File: config.mk
export PLATFORM = sky130hd
export DESIGN_NAME = sr_piso_tx_flat
export DESIGN_NICKNAME = d
export VERILOG_FILES = /design/src/rtl/sr_piso_tx_if.sv /design/src/rtl/sr_piso_tx.sv /design/src/flat_wrapper.sv
export SDC_FILE = /design/constraint.sdc
export NUM_CORES = 1
export LEC_CHECK = 0
export ABC_AREA = 1
export BUFFER_PORTS_ARGS = -buffer_cell sky130_fd_sc_hd__buf_2
export CELL_PAD_IN_SITES_DETAIL_PLACEMENT = 0
export CELL_PAD_IN_SITES_GLOBAL_PLACEMENT = 1
export CORE_MARGIN = 1
export CORE_UTILIZATION = 36
export DETAILED_ROUTE_END_ITERATION = 8
export GPL_TIMING_DRIVEN = 1
export PLACE_DENSITY_LB_ADDON = 0.1
export SLEW_MARGIN = 20
export SYNTH_ARGS = -nofsm -noshare
export SYNTH_HDL_FRONTEND = slang
export SYNTH_SLANG_ARGS = --single-unit
File: constraint.sdc
create_clock -name clk -period 1.6 [get_ports clk]
set_input_delay 0.08 -clock clk [delete_from_list [all_inputs] [get_ports clk]]
set_output_delay 0.08 -clock clk [all_outputs]
set_load 0.02 [all_outputs]
File: src/rtl/sr_piso_tx_if.sv
// rtl/sr_piso_tx_if.sv - parallel word input and serial bit output bundle for sr_piso_tx
interface sr_piso_tx_if #(
    parameter int WIDTH = 8
);
    logic [WIDTH-1:0] in_data;
    logic             in_valid;
    logic             in_ready;
    logic             q;
    logic             q_valid;
    logic             q_first;
    logic             q_last;
    logic             busy;

    modport master (
        output in_data, in_valid,
        input  in_ready, q, q_valid, q_first, q_last, busy
    );

    modport slave (
        input  in_data, in_valid,
        output in_ready, q, q_valid, q_first, q_last, busy
    );
endinterface

File: src/rtl/sr_piso_tx.sv
// rtl/sr_piso_tx.sv - falling-edge parallel-in serial-out word transmitter
module sr_piso_tx #(
    parameter int WIDTH     = 8,
    parameter bit MSB_FIRST = 1'b1
) (
    input  logic         clk,
    input  logic         reset,
    sr_piso_tx_if.slave  link
);
    localparam int             CW    = $clog2(WIDTH);
    localparam logic [CW-1:0]  LAST  = CW'(WIDTH - 1);
    localparam logic [0:0]     IDLE  = 1'b0;
    localparam logic [0:0]     SHIFT = 1'b1;

    logic [0:0]       state;
    logic [CW-1:0]    cnt;
    logic [WIDTH-1:0] sreg;
    logic             at_last;
    logic             xfer;
    logic             out_bit;

    assign at_last = (state == SHIFT) && (cnt == LAST);
    assign xfer    = link.in_valid && link.in_ready;
    assign out_bit = MSB_FIRST ? sreg[WIDTH-1] : sreg[0];

    // A word accepted on the last-bit edge reloads in place, giving zero-gap streaming.
    always_ff @(negedge clk or posedge reset) begin
        if (reset) begin
            state <= IDLE;
            cnt   <= '0;
            sreg  <= '0;
        end else if (xfer) begin
            state <= SHIFT;
            cnt   <= '0;
            sreg  <= link.in_data;
        end else if (state == SHIFT) begin
            if (at_last) begin
                state <= IDLE;
                cnt   <= '0;
                sreg  <= '0;
            end else begin
                cnt   <= cnt + CW'(1);
                sreg  <= MSB_FIRST ? {sreg[WIDTH-2:0], 1'b0} : {1'b0, sreg[WIDTH-1:1]};
            end
        end
    end

    assign link.in_ready = (state == IDLE) || at_last;
    assign link.q        = (state == SHIFT) && out_bit;
    assign link.q_valid  = (state == SHIFT);
    assign link.busy     = (state == SHIFT);
    assign link.q_first  = (state == SHIFT) && (cnt == '0);
    assign link.q_last   = at_last;
endmodule

File: src/flat_wrapper.sv
// flat-port wrapper written by rule: the top's interface ports become plain ports
module sr_piso_tx_flat 
#(
    parameter int WIDTH     = 8,
    parameter bit MSB_FIRST = 1'b1
)
  (clk, reset, link_in_data, link_in_valid, link_in_ready, link_q, link_q_valid, link_q_first, link_q_last, link_busy);
  sr_piso_tx_if #(.WIDTH(WIDTH)) link_i ();
  input  logic clk;
  input  logic reset;
  input wire logic [$bits(link_i.in_data)-1:0] link_in_data;
  input wire logic [$bits(link_i.in_valid)-1:0] link_in_valid;
  output wire logic [$bits(link_i.in_ready)-1:0] link_in_ready;
  output wire logic [$bits(link_i.q)-1:0] link_q;
  output wire logic [$bits(link_i.q_valid)-1:0] link_q_valid;
  output wire logic [$bits(link_i.q_first)-1:0] link_q_first;
  output wire logic [$bits(link_i.q_last)-1:0] link_q_last;
  output wire logic [$bits(link_i.busy)-1:0] link_busy;
  assign link_i.in_data = link_in_data;
  assign link_i.in_valid = link_in_valid;
  assign link_in_ready = link_i.in_ready;
  assign link_q = link_i.q;
  assign link_q_valid = link_i.q_valid;
  assign link_q_first = link_i.q_first;
  assign link_q_last = link_i.q_last;
  assign link_busy = link_i.busy;
  sr_piso_tx #(.WIDTH(WIDTH), .MSB_FIRST(MSB_FIRST)) u_core (.clk(clk), .reset(reset), .link(link_i));
endmodule
==> summary.md, run 1 <==
| Metric | Value |
|---|---|
| Outcome | finished with violations |
| Failing checks | setup timing |
| WS Path Type | reg2out |
| # setup viols final | 6 |
| Synth Area in Compound Gates | approximately 7.7% |
| CP required | around 1.5 ns |
| Hold Path Sink | u_core.sreg[0] |
| Mux share of post-synthesis cell area | 0% |
| Library cells used by synthesis | 14 |
| Yosys top cell by area | dfrtn_1 |
| Most frequent cells in the layout | 17 x nand3_1, 13 x nand2_1, 12 x buf_4, 12 x dfrtn_1 |
| Final weighted congestion in routability-driven placement | 0.743 |
| Area contributors post-synth | dfrtn_1 44%, nand3_1 12%, nand2_1 9.3% |
| Post-synth top area share | between 40 and 50% |
| Post-synthesis adder-cell area fraction | approximately 5.5% |
| Avg WL per Cell | roughly 10 µm |
| Post-Syn Area | approximately 680 µm² |
| Vias in the first global route | roughly 620 |
| H-Tree Depth | 1 |
| Largest net degree at the start of global routing | 16 |
| Worst reg-to-reg path cell count | 8 |
| PortBufs | 16 |
| CP Launch Type | flop |
| Hpwl dp | approximately 1000 µm |
| Relative slew slack | 69.3% |
| Hold Crit Depth | 2 |
| Layout overhead on the synthesized area | 47.3% |
| R2R Path End | u_core.sreg[4] |
| Maximum vdd drop | approximately 0.00078 V |
| CP Capture Type | primary output |
| Final core occ | 57.6% |
| Clock Skew | approximately 0.0026 ns |
| Worst R2R Start | u_core.link.busy |
| Hold_sp | u_core.sreg[0] |
| Drc violations | 0 |
| First-pass DRT Iterations | 4 |
| Hold Vio Cnt, Final | 0 |
| ANT nets after route | 0 |
| Commonest non-fill, non-tap cell in the layout | nand3_1 |
| # rows | 15 |
| CTS hold repair buffers | 0 |
| Drt total wl | about 1500 µm |
| Placed Instances | between 100 and 150 |
| Num Clock Sinks | 12 |
| Arr. time, crit path | about 2.1 ns |
| CTS tree | built |
| Initial Utilization | between 30% and 40% |
| Syn_nets | 101 |
| Ant diodes | 0 |
| FF+latch count, synth | 12 |
| Gr ovfl total | 0 |
| GRT Util Overall | between 10% and 20% |
| Layout cell share with drive strength beyond 1 | 43.1% |
| Die area | around 0.0021 mm² |
| Leakage | 0.000537 µW |
| Final setup margin | -0.542 ns |
| Hold Path Class | reg2reg |
| Cell Count, Final, Fillers Out | 141 |
| DRT iter0 DRCs | 13 |
| Clock Latency Late Sink | ~0.28 ns |
| Core footprint | around 0.0017 mm² |
| Initial antenna violation count | 0 |
| Max Buffers Root-to-Sink | 2 |
| Sum Neg Setup Slack | -2.41 ns |
| Ys Warns | 0 |
| DR vias/cell | roughly 4.5 |
| Pins Over Slew Limit | 0 |
| Pwr Total | 1740 µW |
| Unrepaired setup endpoints after global routing | yes |
| Post-Synth Simple-Gate Area | around 28% |
| Avg Cell Area, Syn | a little under 8 µm² |
| Slew @ Worst Pin | 0.459 ns |
| IO Pins | 17 |
| First-pass GRT wire length | around 2700 µm |
| Post-synthesis sequential area ratio | a little over two fifths |
| CTS root buf | clkbuf_4 |
| Synth Area in XOR/XNOR | 0% |
| Clock-pin slew on the worst setup and hold paths | roughly 0.06 ns |
| Die outline width | 45.6 µm |
| Syn Inst Count | 87 |
| Max Cap Viol | 0 |
| P per Cell Area | approximately 1700 mW/mm² |
| Net count, final | ~130 |
| Dpl ws | -0.299 ns |
| Top fanout value on the critical path | 2 |
| Via count | 637 |
| Combinational family with the most area after synthesis | simple AND/OR/NAND/NOR gates |
| Die Y | about 46 µm |
| Setup slack, reg-to-reg | approximately 0.14 ns |
| CTS Buf Count | 3 |
-- per-stage QoR --
stage	hold slack, ns	instance area (µm²)
2_1_floorplan	0.410	724
5_1_grt	0.497	1010
4_1_cts	0.445	1030
6_report	0.447	1010
3_3_place_gp	0.434	851
3_5_place_dp	0.439	851
-- how the worst max path moves through the flow --
stage | start | endpoint | slack, ns | cells past startpoint
global route | u_core.cnt[0] | link_in_ready | -0.63 | 5
detailed placement | u_core.cnt[0] | link_in_ready | -0.30 | 5
CTS | u_core.cnt[0] | link_q_last | -0.54 | 5
floorplan | u_core.link.busy | link_q_first | -0.31 | 3
finish | u_core.cnt[1] | link_in_ready | -0.54 | 5
global placement | u_core.cnt[0] | link_in_ready | -0.29 | 5
-- synthesized netlist by cell type --
| master | number |
|---|---|
| buf_6 | 3 |
| nand2_1 | 17 |
| nand3_1 | 17 |
| buf_4 | 1 |
| inv_1 | 13 |
| inv_2 | 2 |
| buf_2 | 1 |
| a21oi_1 | 5 |
| nor2_1 | 8 |
| dfrtn_1 | 12 |
| ha_1 | 3 |
| nor2_4 | 1 |
| o21ai_0 | 2 |
| a21oi_2 | 2 |
-- power breakdown --
group / internal (µW) / switching, µW / leakage [µW] / total (µW)
clock: 138 / 109 / 0.0000210 / 247
sequential: 433 / 81.0 / 0.000151 / 514
combinational: 499 / 484 / 0.000365 / 983
-- per-layer routing --
layer	track usage, %	vias up	wire length [µm]
met5	0	-	0
met4	7.27	0	0
met3	2.38	0	51
met2	28.6	14	694
met1	25.9	294	734
li1	-	329	-
-- cells by family after synthesis --
family	count (synthesis)
compound gates	9
fa+ha+maj	3
buf+inv	20
flops	12
simple gates	43
-- state kept, by name (all words and copies together) (netlist names) --
register	count
u_core.cnt	3
u_core.link.busy	1
u_core.sreg	8
-- worst max-delay path: stages (launching register included) --
cell and delay, ns:
dfrtn_1 0.44, ha_2 0.20, ha_4 0.15, inv_4 0.04
nand2_4 0.06, buf_6 0.11
-- repair_timing --
action / in CTS / in global routing
setup buffers: 6 / 1
endpoints found under the setup margin: 6 / 13
pin swaps: 3 / 4
gates resized for setup: 21 / 2
gates cloned: 1 / 0
hold endpoints to repair: 0 / 0
-- layout make-up --
type	count	area, µm²
inverter	15	61.3
multi-input combinational	55	330
clock buffer	4	36.3
tap	25	31.3
fill	175	739
sequential	12	300
timing repair buffer	30	246
Note: power is estimated with default switching activity, not from simulation.
==> run 2: changes to the inputs <==
Settings changed: MAX_ROUTING_LAYER set to met4.
==> summary.md, run 2 (synthesis gave the netlist of run 1 again) <==
| Metric | Value |
|---|---|
| Commonest non-fill, non-tap cell in the layout | nand3_1 |
| CP Capture Type | primary output |
| ANT nets after route | 0 |
| Net count, final | roughly 130 |
| Top fanout value on the critical path | 2 |
| Die area | around 0.0021 mm² |
| Layout overhead on the synthesized area | 47.3% |
| Final setup margin | -0.542 ns |
| CP Launch Type | flop |
| Die Y | roughly 46 µm |
| First-pass GRT wire length | around 2700 µm |
| DRT iter0 DRCs | 11 |
| Unrepaired setup endpoints after global routing | yes |
| GRT Util Overall | 19.0% |
| Worst R2R Start | u_core.link.busy |
| Clock Latency Late Sink | 0.28 ns |
| # rows | 15 |
| Clock-pin slew on the worst setup and hold paths | 0.06 ns |
| CTS tree | built |
| WS Path Type | reg2out |
| CTS hold repair buffers | 0 |
| P per Cell Area | 1740 mW/mm² |
| Slew @ Worst Pin | between 0.4 and 0.5 ns |
| Most frequent cells in the layout | 17 x nand3_1, 13 x nand2_1, 12 x buf_4, 12 x dfrtn_1 |
| Outcome | finished with violations |
| Vias in the first global route | just over 600 |
| Max Buffers Root-to-Sink | 2 |
| R2R Path End | u_core.sreg[4] |
| Largest register by flop count | u_core.sreg |
| PortBufs | 16 |
| Hold Path Class | reg2reg |
| Setup slack, reg-to-reg | ~0.12 ns |
| IO Pins | 17 |
| Number of flip-flops in the largest register | 8 |
| Initial antenna violation count | 0 |
| Relative slew slack | between 60 and 70% |
| CP Capture Point | link_in_ready |
| Via count | 640 |
| Gr ovfl total | 0 |
| Die outline width | ~46 µm |
| Drc violations | 0 |
| CTS Buf Count | 3 |
| Leakage | approximately 0.00054 µW |
| Hold Vio Cnt, Final | 0 |
| First-pass DRT Iterations | 4 |
| Largest net degree at the start of global routing | 16 |
| Max Cap Viol | 0 |
| Hpwl dp | between 1000 and 1500 µm |
| CP required | around 1.5 ns |
| DR vias/cell | between 4 and 5 |
| Layout cell share with drive strength beyond 1 | a little over two fifths |
| Pins Over Slew Limit | 0 |
| # setup viols final | 6 |
| Worst reg-to-reg path cell count | 8 |
| Clock Skew | approximately 0.0016 ns |
| Core footprint | between 0.0015 and 0.002 mm² |
| Dpl ws | -0.299 ns |
| Pwr Total | between 1500 and 2000 µW |
| Drt total wl | 1490 µm |
| H-Tree Depth | 1 |
| CTS root buf | clkbuf_4 |
| Avg WL per Cell | 10.6 µm |
| Arr. time, crit path | ~2.1 ns |
| Ant diodes | 0 |
| Num Clock Sinks | 12 |
| Failing checks | setup timing |
| Initial Utilization | 39.1% |
| Maximum vdd drop | 0.000783 V |
| Final weighted congestion in routability-driven placement | 0.752 |
| CP startpoint | u_core.cnt[1] |
==> run 2: cell counts in the layout (fill, tap and decap cells not counted) <==
No cell type changed its count.
==> run 2: final cells by class <==
class                           count  area (µm²)
Fill cell                         175         739
Multi-Input combinational cell     55         330
Sequential cell                    12         300
Timing Repair Buffer               30         246
Inverter                           15        61.3
Clock buffer                        4        36.3
Tap cell                           25        31.3
==> run 2: metal layers <==
| metal | part of all wire [%] | up-vias | wire (µm) | track usage [%] |
|---|---|---|---|---|
| met2 | 47 | 14 | 697 | 28.6 |
| met5 | 0 | - | 0 | - |
| met3 | 3.7 | 2 | 55 | 2.38 |
| met4 | 0.34 | 0 | 5 | 7.27 |
| met1 | 49 | 294 | 733 | 25.9 |
| li1 | - | 330 | - | - |
==> run 2: power breakdown <==
part           switching [µW]  internal [µW]  leakage [µW]  total (µW)
Clock                     110            138     0.0000210         248
Sequential               80.8            433      0.000151         513
Combinational             486            499      0.000365         984
Total                     676           1070      0.000537        1750
==> run 2: through the flow <==
stage | cell area [µm²] | std cells | hold slack [ns] | TNS (ns) | utilization, %
floorplan | 724 | 87 | 0.410 | -1.24 | -
global placement | 851 | 132 | 0.434 | -1.32 | 48.7
detailed placement | 851 | 132 | 0.439 | -1.32 | 48.7
CTS | 1030 | 143 | 0.445 | -2.53 | 59.3
global route | 1010 | 141 | 0.497 | -2.78 | 57.6
finish | 1010 | 141 | 0.447 | -2.42 | 57.6
==> run 2: how the worst min path moves through the flow <==
stage / cells past startpoint / to / from / slack (ns)
detailed placement: 2 / u_core.sreg[0] / u_core.sreg[0] / 0.44
CTS: 2 / u_core.sreg[0] / u_core.sreg[0] / 0.44
global route: 2 / u_core.sreg[3] / u_core.sreg[3] / 0.50
global placement: 2 / u_core.sreg[0] / u_core.sreg[0] / 0.43
floorplan: 2 / u_core.sreg[0] / u_core.sreg[0] / 0.41
finish: 2 / u_core.sreg[0] / u_core.sreg[0] / 0.45
==> run 2: timing repair <==
item,4_1_cts,5_1_grt
resized for setup,21,2
pin swaps,3,4
setup endpoints to repair,6,13
cloned,1,0
setup buffers,6,1
==> run 2: critical path: stages, from the launching register on <==
cell     delay, ns
dfrtn_1       0.44
ha_2          0.20
ha_4          0.15
inv_4         0.04
nand2_4       0.06
buf_6         0.11
